[config.mk]
export PLATFORM = sky130hd
export DESIGN_NAME = gray_step_monitor
export DESIGN_NICKNAME = d
export VERILOG_FILES = /design/src/rtl/gsm_pkg.sv /design/src/rtl/gray2bin4.sv /design/src/rtl/gray_step_monitor.sv
export SDC_FILE = /design/constraint.sdc
export NUM_CORES = 1
export LEC_CHECK = 0
export BUFFER_PORTS_ARGS = -buffer_cell sky130_fd_sc_hd__buf_2
export CORE_MARGIN = 8
export CORE_UTILIZATION = 41
export CTS_BUF_LIST = sky130_fd_sc_hd__clkbuf_4
export DETAILED_ROUTE_END_ITERATION = 7
export PLACE_DENSITY = 0.58
export SYNTH_ARGS = -nofsm -noshare
export SYNTH_HDL_FRONTEND = slang
export SYNTH_SLANG_ARGS = --single-unit
[constraint.sdc]
create_clock -name CLK -period 5.3 [get_ports CLK]
set_input_delay 0.53 -clock CLK [delete_from_list [all_inputs] [get_ports CLK]]
set_output_delay 0.53 -clock CLK [all_outputs]
set_load 0.03 [all_outputs]
[src/rtl/gsm_pkg.sv]
// gsm_pkg: shared FSM states and step deltas for gray_step_monitor
package gsm_pkg;
  typedef enum logic [1:0] {INIT = 2'd0, TRACK = 2'd1, FAULT = 2'd2} gsm_state_t;
  localparam logic [3:0] DELTA_UP = 4'd1;
  localparam logic [3:0] DELTA_DN = 4'd15;
endpackage

[src/rtl/gray2bin4.sv]
// gray2bin4: combinational 4-bit Gray to binary conversion
module gray2bin4 (
  input  logic [3:0] g,
  output logic [3:0] b
);
  assign b = {g[3], ^g[3:2], ^g[3:1], ^g[3:0]};
endmodule

[src/rtl/gray_step_monitor.sv]
// gray_step_monitor: tracks a 4-bit Gray up/down counter, pulses on single steps, flags illegal jumps; WRAP_CNT output enabled by GRAY_STEP_MONITOR_WRAP_CNT_EN
module gray_step_monitor
  import gsm_pkg::*;
#(
  parameter int POS_W = 8
) (
  input  logic                    CLK,
  input  logic                    RST,
  input  logic                    EN,
  input  logic [3:0]              GIN,
  input  logic                    CLR_ERR,
  output logic [3:0]              BIN,
  output logic                    STEP,
  output logic                    DIR,
  output logic                    ERR,
  output logic signed [POS_W-1:0] POS
`ifdef GRAY_STEP_MONITOR_WRAP_CNT_EN
  ,
  output logic [7:0]              WRAP_CNT
`endif
);
  localparam logic signed [POS_W-1:0] POS_MAX = {1'b0, {(POS_W-1){1'b1}}};
  localparam logic signed [POS_W-1:0] POS_MIN = {1'b1, {(POS_W-1){1'b0}}};
  gsm_state_t state;
  logic [3:0] b_new, delta;
  logic up, dn, bad;
  logic signed [POS_W-1:0] pos_inc, pos_dec;
  gray2bin4 u_g2b (.g(GIN), .b(b_new));
  // classify the sampled transition; clear request suppresses any step or fault
  always_comb begin
    delta   = b_new - BIN;
    up      = !CLR_ERR && EN && state == TRACK && delta == DELTA_UP;
    dn      = !CLR_ERR && EN && state == TRACK && delta == DELTA_DN;
    bad     = !CLR_ERR && EN && state == TRACK && !up && !dn && delta != 4'd0;
    pos_inc = POS == POS_MAX ? POS : POS + POS_W'(1);
    pos_dec = POS == POS_MIN ? POS : POS - POS_W'(1);
  end
  // tracker state and registered outputs; BIN always follows the last sample
  always_ff @(posedge CLK) begin
    if (RST) begin
      state <= INIT;
      BIN   <= 4'd0;
      STEP  <= 1'b0;
      DIR   <= 1'b1;
      ERR   <= 1'b0;
      POS   <= '0;
    end else begin
      BIN   <= EN ? b_new : BIN;
      STEP  <= up || dn;
      DIR   <= up ? 1'b1 : dn ? 1'b0 : DIR;
      ERR   <= !CLR_ERR && (ERR || bad);
      POS   <= up ? pos_inc : dn ? pos_dec : POS;
      state <= CLR_ERR ? INIT : bad ? FAULT : (state == INIT && EN) ? TRACK : state;
    end
  end
`ifdef GRAY_STEP_MONITOR_WRAP_CNT_EN
  // count net wraps across the 15/0 boundary, modulo 256
  always_ff @(posedge CLK) begin
    if (RST) WRAP_CNT <= 8'd0;
    else WRAP_CNT <= (up && BIN == 4'd15) ? WRAP_CNT + 8'd1 : (dn && BIN == 4'd0) ? WRAP_CNT - 8'd1 : WRAP_CNT;
  end
`endif
endmodule

======== Yosys cells after proc, flatten, opt, wreduce, memory -nomap -nowiden ========
Cells that the tools add are included.
operators by class
  reductions and logical operators ........ 25
  add/sub/neg operators ................... 3
  muxes and demuxes ....................... 6
  equality and inequality tests ........... 7
operators by type and width
  cell                 number
  $mux 8               4
  $eq 8x8->1 const B   2
  $logic_and 1x1->1    9
  $add 8x2->8 const B  1
  $sub 8x2->8 const B  1
  $eq 4x1->1 const B   1
  $eq 4x4->1 const B   1
  $mux 2               2
  $ne 2x2->1 const B   2
  $reduce_bool 2->1    2
  $reduce_bool 4->1    1
  $reduce_or 2->1      2
  $reduce_xor 4->1     1
  $sub 4x4->4          1
  $logic_not 1->1      3
  $reduce_and 3->1     1
  $reduce_or 3->1      1
  $reduce_xor 3->1     1
  $eq 2x1->1 const B   1
  $logic_not 2->1      1
  $logic_or 1x1->1     2
  $reduce_xor 2->1     1
storage, ports and cells
  register bits ........................... 17
  output and inout port bits .............. 15

======== Depth between registers and ports, before layout ========
  word-level depth ........................ 10
  depth in mapped cells ................... 14

======== Hierarchy ========
A second synthesis with hierarchy kept.
second synthesis, totals
  cells, all modules ...................... 124
  area total of the unflattened synthesis .. 1153.6 um2
modules (own cells, without submodules)
  module             instances  area each (um2)  cells an instance
  gray_step_monitor  1          1103.6           119
  gray2bin4          1          50.0             5

======== Worst setup path before layout ========
Ideal clock, no wire load.
  path type ............................... input -> register
  start point ............................. input GIN[3]
  end point ............................... register POS[7]
  slack ................................... 1.171 ns
  data arrival time ....................... 4.002 ns
  buffers on the path ..................... 0
  data required time ...................... 5.173 ns
  setup time .............................. 0.127 ns
  stages on the path ...................... 14
  path through ............................ xnor2_1 > xnor2_1 > xnor2_1 > ha_1 > fa_1 > inv_1 > nor4b_4 > nand2_1 > ha_1 > or4_1 > o21ai_0 > a2111oi_0 > mux2i_1 > or3b_1
on the way
  word-level cells in the longest chain between the ends .. 6
  elaborated cells between the ends (all ways) .. 13
  those cells by class .................... add/sub: 1; eq/ne: 4; mux: 1; reduce/logical: 7
RTL lines
  what                                                                     RTL line                                          source
  start: declaration                                                       gray_step_monitor.sv:10                           input logic [3:0] GIN,
  $reduce_xor 3->1 *                                                       gray2bin4.sv:6                                    assign b = {g[3], ^g[3:2], ^g[3:1], ^g[3:0]};
  via b_new[1]                                                             gray_step_monitor.sv:25                           logic [3:0] b_new, delta;
  $sub 4x4->4 *                                                            gray_step_monitor.sv:31                           delta = b_new - BIN;
  $eq 4x1->1 / $eq 4x4->1 (equally long branches)                          gray_step_monitor.sv:32, gray_step_monitor.sv:33
  $logic_and 1x1->1, on equally long branches                              gray_step_monitor.sv:32, gray_step_monitor.sv:33
  $ne 2x2->1 (no source line) / $reduce_bool 2->1 (equally long branches)  -
  $reduce_and 3->1 (no source line)                                        -
  end signal: assignment                                                   gray_step_monitor.sv:52                           POS <= up ? pos_inc : dn ? pos_dec : POS;
  end: declaration                                                         gray_step_monitor.sv:16                           output logic signed [POS_W-1:0] POS
The timed path passes the listed nets; every way through them passes the cells marked *.
A chain may end at the register's enable or synchronous reset.

======== Worst setup path in the final report ========
Same ends and word-level chain as after synthesis.

==> reports/metrics.yaml <==
outcome:
  status: "completed"
yosys:
  syn_area_mm2: 0.00128
  syn_inst: 134
  seq_area_frac_synth_pct: 26.5
  synth_area_leader_cell: "dfxtp_1"
  synthArstFlopShare_pct: 0
  synth_edf_count: 0
  synth_top_area_share_pct: 26.5
  synth.area.top_cells: "dfxtp_1 27%, ha_1 8.8%, a211oi_1 4.1%"
  yosysUniqueCellTypes: 46
  ys_seq_elements: 17
  ys.flop_type: "dfxtp_1"
  yosys_warnings: 0
  synth_fp_nets: 153
  syn_area_per_cell_um2: 9.58
floorplan:
  die_x_um: 72.0
  num_rows: 20
  die_area_mm2: 0.00518
  core-area_mm2: 0.00303
  die_h_um: 72.0
  start_util_pct: 42.4
  ioPinCount: 23
worst_setup_path:
  critical_path_buf_inv_count: 2
  worstRegToRegCells: 11
  r2r_end: "POS[7]$_SDFFE_PP0P_"
  crit_type: "in2reg"
  cpLargestDelayFamily: "simple AND/OR/NAND/NOR gates"
  cp.arrival_ns: 4.52
  worstSetupEndpointType: "register"
  required_ns: 5.48
  cp_max_fo: 7
  cpPeakStageDelay_ns: 0.58
  r2r_slack_ns: 1.66
  crit_top_cell: "xnor2_1"
  crit_chain: "buf_2, xnor2_1, xnor2_1, xnor2_1, ha_1, fa_1, inv_1, nor4b_4, nand2_1, ha_1, or4_1, o21ai_0, a2111oi_0, mux2i_1, or3b_1"
  cp-start-kind: "input port"
  slowest_stage: "fa_1"
  reg2reg_from: "BIN[0]$_SDFFE_PP0P_"
grt:
  grt_use_met2_pct: 19.2
  grt_pass1_wl_mm: 5.21
  grt_use_total_pct: 12.3
  grt_antenna_before_repair: 0
  grt_most_used_layer: "met2"
  use_met3_pct: 2.89
  grt_use_met1_pct: 16.1
  grt_start_max_net_pins: 25
  grt_pass1_vias: 1110
  gr-total-overflow: 0
timing:
  grt_setup_unrepaired: "no"
  tns_ns: 0
  setup_viol: 0
  hold_viol: 0
  skew_ns: 0.00672
  relSlewSlack_pct: 69.5
  fmax_mhz: 231
  drv_slew: 0
  period_needed_ns: 4.33
  worst_pin_slew_ns: 0.453
  fin_crit_sh_pct: 81.8
finish:
  final_cell_mix: "22 x buf_2, 17 x dfxtp_1, 9 x nor2_1, 9 x ha_1, 8 x inv_1"
  layout_commonest_cell: "buf_2"
  nNetsFinal: 176
  drive_above_1_share_pct: 25.0
  num_antenna_cells: 0
  area_delta_synth_final_pct: 12.7
place:
  post-dp-hpwl_mm: 2.29
  finalWeightedCongestion: 0.869
  port_buffers: 22
clock_tree:
  cts_buffer_depth: 2
  h-tree-depth: 1
  cts_tree: "yes"
  clkLatencyLatePin_ns: 0.30
  root_buffer: "clkbuf_4"
  ctsResizeCount: 0
  numClockSinks: 17
  hold_buffers: 0
  cts-buffers-inserted: 3
  cts.clk_slew.worst_paths_ns: 0.11
  post-cts-setup-buffer-count: 0
detailed_routing:
  drt_iter0_drc: 78
  firstDrtPassIters: 4
  avgViaCountPerCell: 5.45
  wl_per_cell_um: 14.6
  drt_wl_total_mm: 2.91
  drc: 0
  vias: 1090
  ant_nets: 0
min_path:
  hold_path_startpoint: "CLR_ERR"
  hp-class: "in2reg"
  hold-path-cell-count: 3
  holdPathEnd: "state[1]$_SDFFE_PP0P_"
pwr:
  power.density_mw_per_mm2: 213
  leakage_nw: 0.634
  total_power_w: 0.000308
  peakVddDrop_v: 0.000108
run:
  maxCapViolations: 0
==> final cells by class <==
class | instances | area (µm²)
well taps | 44 | 55.1
multi-input cells | 105 | 883
clock inverters | 1 | 5.00
fillers | 295 | 1580
clock buffers | 3 | 22.5
repair buffers | 22 | 110
flip-flops and latches | 17 | 340
inverters | 8 | 30.0
==> cell usage after synthesis (2+ instances only) <==
| cell type | number |
|---|---|
| nand2_1 | 3 |
| nand2b_1 | 2 |
| nor2b_1 | 2 |
| mux2i_1 | 3 |
| nor4_1 | 2 |
| nand3_1 | 4 |
| o21ai_0 | 6 |
| clkbuf_1 | 2 |
| fa_1 | 2 |
| o21bai_1 | 2 |
| a211oi_1 | 7 |
| xor2_1 | 4 |
| a21oi_1 | 5 |
| a21o_1 | 3 |
| nor4b_1 | 2 |
| xnor2_1 | 5 |
| a2111oi_0 | 2 |
| nand4b_1 | 5 |
| o21a_1 | 4 |
| ha_1 | 9 |
| nor2_1 | 9 |
| buf_6 | 2 |
| inv_1 | 8 |
| o31ai_1 | 3 |
| dfxtp_1 | 17 |
==> metal layers <==
layer  wire length [µm]  up-vias
met4                 26        0
met5                  0        -
met2               1220       24
met3                137        4
met1               1530      510
li1                   -      552
==> registers in the layout (all words and copies together) (netlist names) <==
name,cells
POS,8
STEP,1
state,2
BIN,4
ERR,1
DIR,1
==> worst reg2reg max path: stages (launching register included) <==
cell	delay, ns
dfxtp_1	0.35
ha_1	0.23
fa_1	0.58
inv_1	0.09
nor4b_4	0.36
nand2_1	0.27
ha_1	0.39
or4_1	0.50
o21ai_0	0.14
a2111oi_0	0.11
mux2i_1	0.15
or3b_1	0.35
==> through the flow <==
stage / setup WS (ns) / std cells / util (%) / instance area, µm² / hold WS [ns]
final: 0.966 / 200 / 47.8 / 1450 / 0.500
after global routing: 0.625 / 200 / 47.8 / 1450 / 0.532
after CTS: 0.989 / 200 / 47.8 / 1450 / 0.495
after detailed placement: 0.683 / 196 / 46.9 / 1420 / 0.482
after global placement: 0.814 / 196 / 46.9 / 1420 / 0.447
after floorplan: 1.17 / 134 / - / 1280 / 0.455
==> where the power goes <==
group          switching, W  internal, W  total [W]
combinational     0.0000614    0.0000376  0.0000990
clock             0.0000444    0.0000281  0.0000725
sequential       0.00000463     0.000132   0.000137
total              0.000110     0.000198   0.000308
==> cell families after synthesis <==
| kind of cell | count (synthesis) | share of synthesized area, % |
|---|---|---|
| flip-flops | 17 | 26.5 |
| adder cells (fa/ha/maj) | 11 | 11.9 |
| multiplexers | 4 | 3.51 |
| AO/OA/AOI/OAI | 38 | 22.0 |
| XOR/XNOR | 10 | 7.41 |
| buffers and inverters | 12 | 4.68 |
| AND/OR/NAND/NOR | 42 | 24.0 |
==> worst max path at each step <==
stage                start                   to  slack [ns]  cells past startpoint
floorplan           GIN[3]  POS[7]$_SDFFE_PP0P_        1.17                     14
global placement    GIN[3]  POS[7]$_SDFFE_PP0P_        0.81                     15
detailed placement  GIN[3]  POS[7]$_SDFFE_PP0P_        0.68                     15
CTS                 GIN[3]  POS[7]$_SDFFE_PP0P_        0.99                     15
global route        GIN[3]  POS[7]$_SDFFE_PP0P_        0.62                     15
finish              GIN[3]  POS[7]$_SDFFE_PP0P_        0.97                     15
No activity file was read; power rests on OpenSTA's default activity.
